## config.mk

```make
export PLATFORM = sky130hd
export DESIGN_NAME = daq_tx_arbiter
export DESIGN_NICKNAME = d
export VERILOG_FILES = /design/src/rtl/daq_tx_arbiter.sv
export SDC_FILE = /design/constraint.sdc
export NUM_CORES = 1
export LEC_CHECK = 0
export CAP_MARGIN = 20
export CORE_MARGIN = 2
export CORE_UTILIZATION = 30
export DETAILED_ROUTE_END_ITERATION = 7
export GPL_TIMING_DRIVEN = 0
export PLACE_DENSITY_LB_ADDON = 0.2
export SYNTH_ARGS = -nofsm -noshare
export SYNTH_HDL_FRONTEND = slang
export SYNTH_SLANG_ARGS = --single-unit
```

## constraint.sdc

```tcl
create_clock -name clk -period 2.6 [get_ports clk]
set_clock_uncertainty 0.2 [all_clocks]
set_input_delay 0.26 -clock clk [delete_from_list [all_inputs] [get_ports clk]]
set_output_delay 0.26 -clock clk [all_outputs]
set_load 0.01 [all_outputs]
```

## src/rtl/daq_tx_arbiter.sv

```systemverilog
`default_nettype none
// ============================================================================
// Module      : daq_tx_arbiter
// Description : Round-robin arbiter and sequencer sharing one optical-link
//               frame processor between NREQ packet sources. Grants a source,
//               holds VALID through preamble/TX_ACK, streams the source words,
//               waits for the frame processor to go Idle, then applies an
//               inter-packet gap before re-arbitrating.
// Revision    : 1.0 - initial release
// ============================================================================
module daq_tx_arbiter #(
    parameter int NREQ        = 4,
    parameter int DW          = 16,
    parameter int MAX_WORDS   = 4096,
    parameter int ACK_TIMEOUT = 64,
    parameter int GAP_CYCLES  = 2
) (
    input  logic               clk,
    input  logic               rst,
    input  logic [NREQ-1:0]    req,
    input  logic [NREQ*DW-1:0] src_data,
    input  logic [NREQ-1:0]    src_last,
    output logic [NREQ-1:0]    src_rd,
    output logic [NREQ-1:0]    grant,
    output logic               tx_valid,
    output logic [DW-1:0]      tx_data,
    input  logic               tx_ack,
    input  logic [2:0]         frm_state,
    output logic               busy,
    output logic               err,
    output logic [15:0]        pkt_cnt
);

    localparam int c_pw  = $clog2(NREQ);
    localparam int c_wcw = $clog2(MAX_WORDS + 1);
    localparam int c_acw = $clog2(ACK_TIMEOUT + 1);
    localparam int c_gcw = (GAP_CYCLES > 1) ? $clog2(GAP_CYCLES + 1) : 1;
    localparam logic [NREQ-1:0] c_one = {{(NREQ-1){1'b0}}, 1'b1};

    typedef enum logic [2:0] {
        ST_IDLE      = 3'd0,
        ST_REQ_TX    = 3'd1,
        ST_STREAM    = 3'd2,
        ST_WAIT_DONE = 3'd3,
        ST_GAP       = 3'd4
    } state_t;

    state_t             r_state;
    logic [NREQ-1:0]    r_grant;
    logic               r_tx_valid;
    logic               r_err_to;
    logic               r_timed_out;
    logic [15:0]        r_pkt_cnt;
    logic [c_wcw-1:0]   r_word_cnt;
    logic [c_acw-1:0]   r_ack_cnt;
    logic [c_gcw-1:0]   r_gap_cnt;
    logic [c_pw-1:0]    r_ptr;

    logic               w_win_found;
    logic [c_pw-1:0]    w_win_idx;
    int                 w_cand;
    logic [DW-1:0]      w_cur_data;
    logic               w_cur_last;
    logic               w_at_max;
    logic               w_final;
    logic               w_overrun;
    logic               w_streaming;

    // Round-robin search: first requester strictly after the pointer, wrapping.
    always_comb begin
        w_win_found = 1'b0;
        w_win_idx   = '0;
        w_cand      = 0;
        for (int k = 1; k <= NREQ; k++) begin
            w_cand = (int'(r_ptr) + k) % NREQ;
            if (!w_win_found && req[w_cand[c_pw-1:0]]) begin
                w_win_found = 1'b1;
                w_win_idx   = w_cand[c_pw-1:0];
            end
        end
    end

    // The pointer always holds the granted index while a packet is in flight.
    assign w_cur_data  = src_data[int'(r_ptr)*DW +: DW];
    assign w_cur_last  = src_last[r_ptr];
    assign w_streaming = (r_state == ST_STREAM);
    assign w_at_max    = (r_word_cnt == c_wcw'(MAX_WORDS - 1));
    assign w_final     = w_cur_last || w_at_max;
    assign w_overrun   = w_streaming && w_at_max && !w_cur_last;

    assign src_rd   = w_streaming ? r_grant : '0;
    assign tx_data  = w_streaming ? w_cur_data : '0;
    assign grant    = r_grant;
    assign tx_valid = r_tx_valid;
    assign busy     = (r_state != ST_IDLE);
    // Timeout error is registered; overrun error flags the MAX_WORDSth word itself.
    assign err      = r_err_to | w_overrun;
    assign pkt_cnt  = r_pkt_cnt;

    // Packet sequencer: arbitrate, request link, stream, drain, gap.
    always_ff @(posedge clk or posedge rst) begin
        if (rst) begin
            r_state     <= ST_IDLE;
            r_grant     <= '0;
            r_tx_valid  <= 1'b0;
            r_err_to    <= 1'b0;
            r_timed_out <= 1'b0;
            r_pkt_cnt   <= '0;
            r_word_cnt  <= '0;
            r_ack_cnt   <= '0;
            r_gap_cnt   <= '0;
            r_ptr       <= c_pw'(NREQ - 1);
        end else begin
            r_err_to <= 1'b0;
            case (r_state)
                ST_IDLE: begin
                    if (w_win_found && (frm_state == 3'b000)) begin
                        r_grant    <= c_one << w_win_idx;
                        r_ptr      <= w_win_idx;
                        r_tx_valid <= 1'b1;
                        r_ack_cnt  <= '0;
                        r_state    <= ST_REQ_TX;
                    end
                end
                ST_REQ_TX: begin
                    if (tx_ack) begin
                        r_state <= ST_STREAM;
                    end else if (r_ack_cnt == c_acw'(ACK_TIMEOUT - 1)) begin
                        r_err_to    <= 1'b1;
                        r_timed_out <= 1'b1;
                        r_tx_valid  <= 1'b0;
                        r_state     <= ST_WAIT_DONE;
                    end else begin
                        r_ack_cnt <= r_ack_cnt + 1'b1;
                    end
                end
                ST_STREAM: begin
                    r_word_cnt <= r_word_cnt + 1'b1;
                    if (w_final) begin
                        r_tx_valid <= 1'b0;
                        r_state    <= ST_WAIT_DONE;
                    end
                end
                ST_WAIT_DONE: begin
                    if (frm_state == 3'b000) begin
                        r_grant     <= '0;
                        r_word_cnt  <= '0;
                        r_gap_cnt   <= '0;
                        r_timed_out <= 1'b0;
                        if (!r_timed_out) begin
                            r_pkt_cnt <= r_pkt_cnt + 16'd1;
                        end
                        r_state <= (GAP_CYCLES == 0) ? ST_IDLE : ST_GAP;
                    end
                end
                ST_GAP: begin
                    if (r_gap_cnt == c_gcw'(GAP_CYCLES - 1)) begin
                        r_state <= ST_IDLE;
                    end else begin
                        r_gap_cnt <= r_gap_cnt + 1'b1;
                    end
                end
                default: r_state <= ST_IDLE;
            endcase
        end
    end

endmodule
`default_nettype wire
```

==> results of run 1 <==
[registers in the layout, indices dropped and copies added (netlist names)]
name and count:
pkt_cnt 16, r_word_cnt 13, r_ack_cnt 7, grant 4
r_state 3, r_gap_cnt 2, r_ptr 2, r_err_to 1
r_timed_out 1, tx_valid 1
[cell families after synthesis]
| logic type | count (synthesis) |
|---|---|
| muxes | 20 |
| DFF | 50 |
| xor gates and xnor gates | 26 |
| adders and majority gates | 4 |
| and+or+nand+nor | 123 |
| AOI/OAI and AO/OA | 46 |
| buffers and inverters | 23 |
[worst max-delay path: stages (launching register included)]
cell and delay, ns:
dfstp_2 0.58, buf_12 0.12, buf_12 0.13, mux4_2 0.50, and2_1 0.16, dlygate4sd2_1 0.28
[layer usage]
metal / part of all wire, % / GRT usage (%) / routed length [um] / vias to the layer above
met1: 45 / 19.9 / 3740 / 1302
met3: 2.5 / 3.12 / 205 / 8
met4: 1.1 / 3.05 / 94 / 0
li1: - / - / - / 1340
met2: 52 / 26.1 / 4300 / 53
met5: 0 / 0 / 0 / -
[synthesized netlist by cell type (2+ instances only)]
library cell,instances
a21oi_1,6
and2_1,20
and3_1,2
buf_1,2
buf_2,4
buf_6,2
clkbuf_1,5
dfrtp_1,48
dfstp_2,2
ha_1,4
inv_1,9
mux2_2,2
mux4_2,17
nand2_1,17
nand2b_1,4
nand3_1,15
nand4_1,11
nor2_1,23
nor3_1,7
nor4_1,5
o211ai_1,3
o21a_1,2
o21ai_0,12
o22a_1,3
o22ai_1,2
o31ai_1,6
or2_2,2
or3_1,5
or4_1,3
xnor2_1,19
xor2_1,7
[cell type report]
type	instances	area, um2
multi-input cells	219	1720
fillers	942	5130
clock buffers	6	82.6
flip-flops and latches	50	1250
inverters	9	33.8
repair buffers	126	1250
plain buffers	14	123
well taps	133	166
clock inverters	2	60.1
[power by group through the flow]
stage / combinational [mW] / sequential, mW / clock, mW
floorplan: 1.11 / 1.22 / 0
global placement: 1.79 / 1.23 / 0
detailed placement: 1.82 / 1.25 / 0
CTS: 1.86 / 1.23 / 0.694
global route: 2.09 / 1.27 / 0.733
finish: 1.91 / 1.23 / 0.670
[cell usage in the layout (no fill, tap or decap), types with 3 or more instances in the layout]
cell type / instances
o21ai_0: 12
nor2_1: 23
nand3_1: 15
buf_6: 4
o211ai_1: 3
buf_4: 5
o22a_1: 3
nor4_1: 4
inv_1: 8
a21oi_1: 6
clkbuf_1: 3
dlygate4sd2_1: 13
clkdlybuf4s50_1: 103
nand2_1: 17
dfrtp_1: 48
clkbuf_8: 6
or3_1: 5
and2_1: 20
o31ai_1: 6
nand2b_1: 4
or4_1: 3
xor2_1: 7
nor3_1: 7
mux4_2: 17
clkdlybuf4s15_1: 4
buf_12: 4
nand4_1: 11
ha_1: 4
xnor2_1: 19
[what timing repair did]
item / in CTS / in global routing
setup buffers: 1 / 4
resized for setup: 34 / 7
setup endpoints to repair: 21 / 11
pin swaps: 1 / 1
[worst max path at each step]
stage,slack (ns),start,to
after floorplan,0.44,r_ptr[0],tx_data[10]
after global placement,-0.25,r_ptr[1],tx_data[7]
after detailed placement,-0.25,r_ptr[1],tx_data[7]
after CTS,0.0004,r_ptr[0],tx_data[10]
after global routing,-0.001,r_ptr[0],tx_data[5]
final,0.08,r_ptr[0],tx_data[7]
==> run metrics, run 1 <==
status complete, no violations; diode count 0; Power Density 812 nW/um2; Max Fanout on Critical Path 8; endpoints failing setup 0; Worst Tran Pin Value 0.553 ns; area leader, netlist dfrtp_1; CTS Root Cell clkbuf_8; total power 3.81 mW; period utilisation layout 96.8%; Die W 105 um; DP HPWL 6680 um; RePlAce Congestion 0.822; final core occ 47.8%; 1st-pass router iterations 4; # nets final 507; cell area after synthesis 3060 um2; area grow syn2layout 53.2%; multiplexer area fraction after synthesis 13.6%; WS Path Type reg -> out; H-tree Lvls 2; Worst EP required 2.14 ns; ys async rst share 100%; largest cells by area after synthesis dfrtp_1 39%, mux4_2 13%, xnor2_1 5.4%; post-synth top area share 39.2%; Longest Clk Path Bufs 2; initial DRC count 140; Reg2Reg Launch Point r_state[2]; Highest Clock Rate 397 MHz; synthesized area per cell 10.5 um2; CTS tree yes; CP startpoint kind flip-flop; switching power 1.31 mW; die area 11000 um2; Pint 2.50 mW; total track usage 15.2%; Crit path arrival time 2.06 ns; clock sink count 50; R2R depth 5; post-synthesis compound-gate area fraction 10.4%; Hold Worst Slack 0.116 ns; Die Span Y 105 um; buffers added on ports 120; number of flops mapped to enable cells by yosys 0; CTS Hold Bufs 0; antenna violations before repair 0; register area share after synthesis 40.9%; Final Max Tran Viols 0; post-synthesis net count 374; Switching Share 34.5%; maxcap violations 0; combinational group share of total power 50.1%; DR vias/cell 4.84; XOR/XNOR Fraction of Synth Area 7.44%; global-route wire length before repair 13500 um; share of cells above drive strength 1 13.4%; endpoint class of the critical path primary output; clock-pin transition on the worst setup and hold timing paths 0.10 ns; Setup TNS Final 0 ns; Main synth FF type dfrtp_1; total gr overflow 0; Num CTS Buffers 5; FF-to-FF End r_gap_cnt[0]; LEAKAGE 1.89 nW; vias 2703; final non-filler cell total 559; post-route cell area 4690 um2; number of global-route vias before repair 2672; Hold Violations, Final 0; pre-CTS setup slack -0.247 ns; Clk Latency, worst-skew pair 0.30 ns; Final WS setup 0.0837 ns; clock network fraction of total power 17.6%; Synth Area in Simple Gates 22.4%; final wirelength 8340 um; Area after DPL 4450 um2; largest family of logic cells by synthesized area simple AND/OR/NAND/NOR gates; Worst slew margin 62.8%; #FFs+latches synth 50; worst hold path class in -> async; crit path time final 2.52 ns; worst vdd ir 0.000388 V; io pins 121; Initial Util 31.2%; Syn Inst Count 292; row cnt 36; Synth Area in Adders 1.63%; Ys Warns 0; wire per inst 14.9 um; Antenna Violating Nets Remaining 0; drt drc 0; Core Area 9820 um2; Seq pwr share 32.3%; r2r setup slk 0.38 ns; Netlist cell types 54; largest net degree at the start of global routing 28; placed cells 546
(Power assumes the default switching activity.)
==> run 2, diff against run 1 <==
--- a/config.mk
+++ b/config.mk
@@ -5,6 +5,7 @@
 export SDC_FILE = /design/constraint.sdc
 export NUM_CORES = 1
 export LEC_CHECK = 0
+export ABC_AREA = 1
 export CAP_MARGIN = 20
 export CORE_MARGIN = 2
 export CORE_UTILIZATION = 30
==> run metrics, run 2 <==
Initial Util 31.0% (-0.18 points); H-tree Lvls 2 (unchanged); met1 wire length 4170 um (+11%); largest net degree at the start of global routing 39 (+39%); number of global-route vias before repair 3615 (+35%); endpoints failing setup 0 (unchanged); cell area after synthesis 3390 um2 (+11%); clock sink count 50 (unchanged); area leader, netlist dfrtp_1; number of flops mapped to enable cells by yosys 0 (unchanged); clock-pin transition on the worst setup and hold timing paths 0.07 ns (-0.03 ns); Slowest cell on crit path clkdlybuf4s50_1; antenna violations before repair 0 (unchanged); period utilisation layout 95.9% (-0.91 points); total track usage 17.2% (+2.0 points); Main synth FF type dfrtp_1; Num CTS Buffers 5 (unchanged); Max Fanout on Critical Path 10 (+2); Core Area 10900 um2 (+11%); Power Density 854 nW/um2 (+5.1%); worst hold path class in -> async; most common cell after layout, fill and taps aside nand2_1; Longest Clk Path Bufs 2 (unchanged); Antenna Violating Nets Remaining 0 (unchanged); ys async rst share 100% (unchanged); DP HPWL 7720 um (+16%); Worst Tran Pin Value 0.583 ns (+0.0296 ns); Hold Violations, Final 0 (unchanged); Final Max Tran Viols 0 (unchanged); most numerous cell in the Yosys netlist nand2_1; final non-filler cell total 733 (+31%); global-route wire length before repair 16600 um (+23%); endpoint class of the critical path primary output; RSZ-0062 raised after global routing false; Top Metal Used met4; # nets final 674 (+33%); diode count 0 (unchanged); Setup TNS Final 0 ns (unchanged); post-synthesis net count 544 (+45%); 1st-pass router iterations 5 (+1); Worst slew margin 61.2% (-1.6 points); most frequent cells in the layout 105 x nand2_1, 100 x clkdlybuf4s50_1, 59 x nand3_1; worst vdd ir 0.000338 V (-13%); Clk Latency, worst-skew pair 0.29 ns (about the same); Netlist cell types 39 (-28%); CTS Hold Bufs 0 (unchanged); synthesized area per cell 7.34 um2 (-30%); Syn Inst Count 462 (+58%); RePlAce Congestion 0.810 (-1.4%); die area 12200 um2 (+10%); Highest Clock Rate 401 MHz (+0.95%); slowest stage delay, CP 0.55 ns (-0.03 ns); DR vias/cell 4.88 (+0.95%); wire per inst 13.5 um (-9.4%); placed cells 723 (+32%); DR WL met3 708 um (+250%); Crit path arrival time 2.03 ns (-0.03 ns); vias 3578 (+32%); initial DRC count 203 (+45%); LEAKAGE 2.39 nW (+26%); routed wl met2 4920 um (+15%); final wirelength 9910 um (+19%); area grow syn2layout 48.8%; CTS tree yes; total gr overflow 0 (unchanged); max reg flops 16 (unchanged); Die W 110 um (+5.0%); share of cells above drive strength 1 9.95% (-3.4 points); CTS Root Cell clkbuf_16; CP startpoint kind flip-flop; Worst EP required 2.14 ns (about the same); WS Path Type reg -> out; io pins 121 (unchanged); worst path cell trace inv_2, nand2_1, nor2_4, inv_1, clkbuf_4, nor2_1, clkdlybuf4s50_1; post-synth top area share 35.4% (-3.8 points); commonest cells in the netlist 105 x nand2_1, 59 x nand3_1, 48 x dfrtp_1, 48 x inv_1, 44 x nor2_1; drt drc 0 (unchanged); largest cells by area after synthesis dfrtp_1 35%, nand2_1 12%, nand3_1 8.7%; row cnt 38 (+5.6%); buffers added on ports 120 (unchanged); status complete, no violations; #FFs+latches synth 50 (unchanged); Ys Warns 0 (unchanged); maxcap violations 0 (unchanged); crit path time final 2.49 ns (-0.0238 ns); register area share after synthesis 37.0% (-4.0 points); Die Span Y 110 um (+5.0%)
## run 2: area by class of cell
| cell class | count | area (um2) |
|---|---|---|
| fill | 1118 | 5890 |
| multi-input combinational | 343 | 1860 |
| sequential | 50 | 1250 |
| timing repair buffer | 124 | 1230 |
| inverter | 54 | 205 |
| tap | 140 | 175 |
| buffer | 14 | 154 |
| clock buffer | 5 | 125 |
| clock inverter | 3 | 43.8 |
## run 2: path summary, 6_finish.rpt
kind                       slack (ns)  depth (start not counted)    startpoint            end
setup / recovery                 0.11                          7    r_state[0]      src_rd[0]
hold / removal                   0.03                          2           rst  r_word_cnt[6]
setup reg to reg                 0.50                          9  r_ack_cnt[0]   r_ack_cnt[5]
hold reg to reg                  0.27                          1   pkt_cnt[15]    pkt_cnt[15]
max in group asynchronous        1.61                          3           rst       r_ptr[1]
min in group clk                 0.27                          1   pkt_cnt[15]    pkt_cnt[15]
## run 2: power by group
part | total (mW) | internal (mW) | leakage, nW | switching, mW
sequential | 1.14 | 0.972 | 0.647 | 0.173
clock | 0.744 | 0.456 | 0.0842 | 0.289
combinational | 2.42 | 1.02 | 1.66 | 1.40
total | 4.31 | 2.45 | 2.39 | 1.86
## run 2: repair_timing
action                     in CTS  in global routing
buffers inserted                3                  0
setup endpoints to repair      21                  6
resized for setup              43                  8
pin swaps                       2                  0
## run 2: stage by stage
stage               total power [mW]  hold slack (ns)  cell area, um2  utilization [%]  worst slack, ns
floorplan                       2.63            0.138            3390                -            0.666
global placement                3.44            0.257            4770             43.6           -0.134
detailed placement              3.47            0.261            4790             43.8           -0.126
CTS                             4.34           0.0472            5030             46.0          0.00555
global route                    4.68           0.0652            5040             46.1           0.0132
finish                          4.31           0.0325            5040             46.1            0.107
## run 2: cells by family after synthesis
logic type,after synthesis,synth area share [%]
AND/OR/NAND/NOR,257,36.0
buffers and inverters,69,8.45
AO/OA/AOI/OAI,60,11.4
flip-flops,50,37.0
XOR/XNOR,22,5.68
adder cells (fa/ha/maj),4,1.48
## run 2: critical path, delay by kind of cell, from the launching register on
family	cells	cell delay (ns)
buffers and inverters	4	0.94
DFF	1	0.44
and+or+nand+nor	3	0.36
## run 2: routing by layer
metal,track usage (%),vias up
met5,0,-
met4,3.39,0
met3,4.70,9
met2,30.2,111
met1,21.1,1659
li1,-,1799
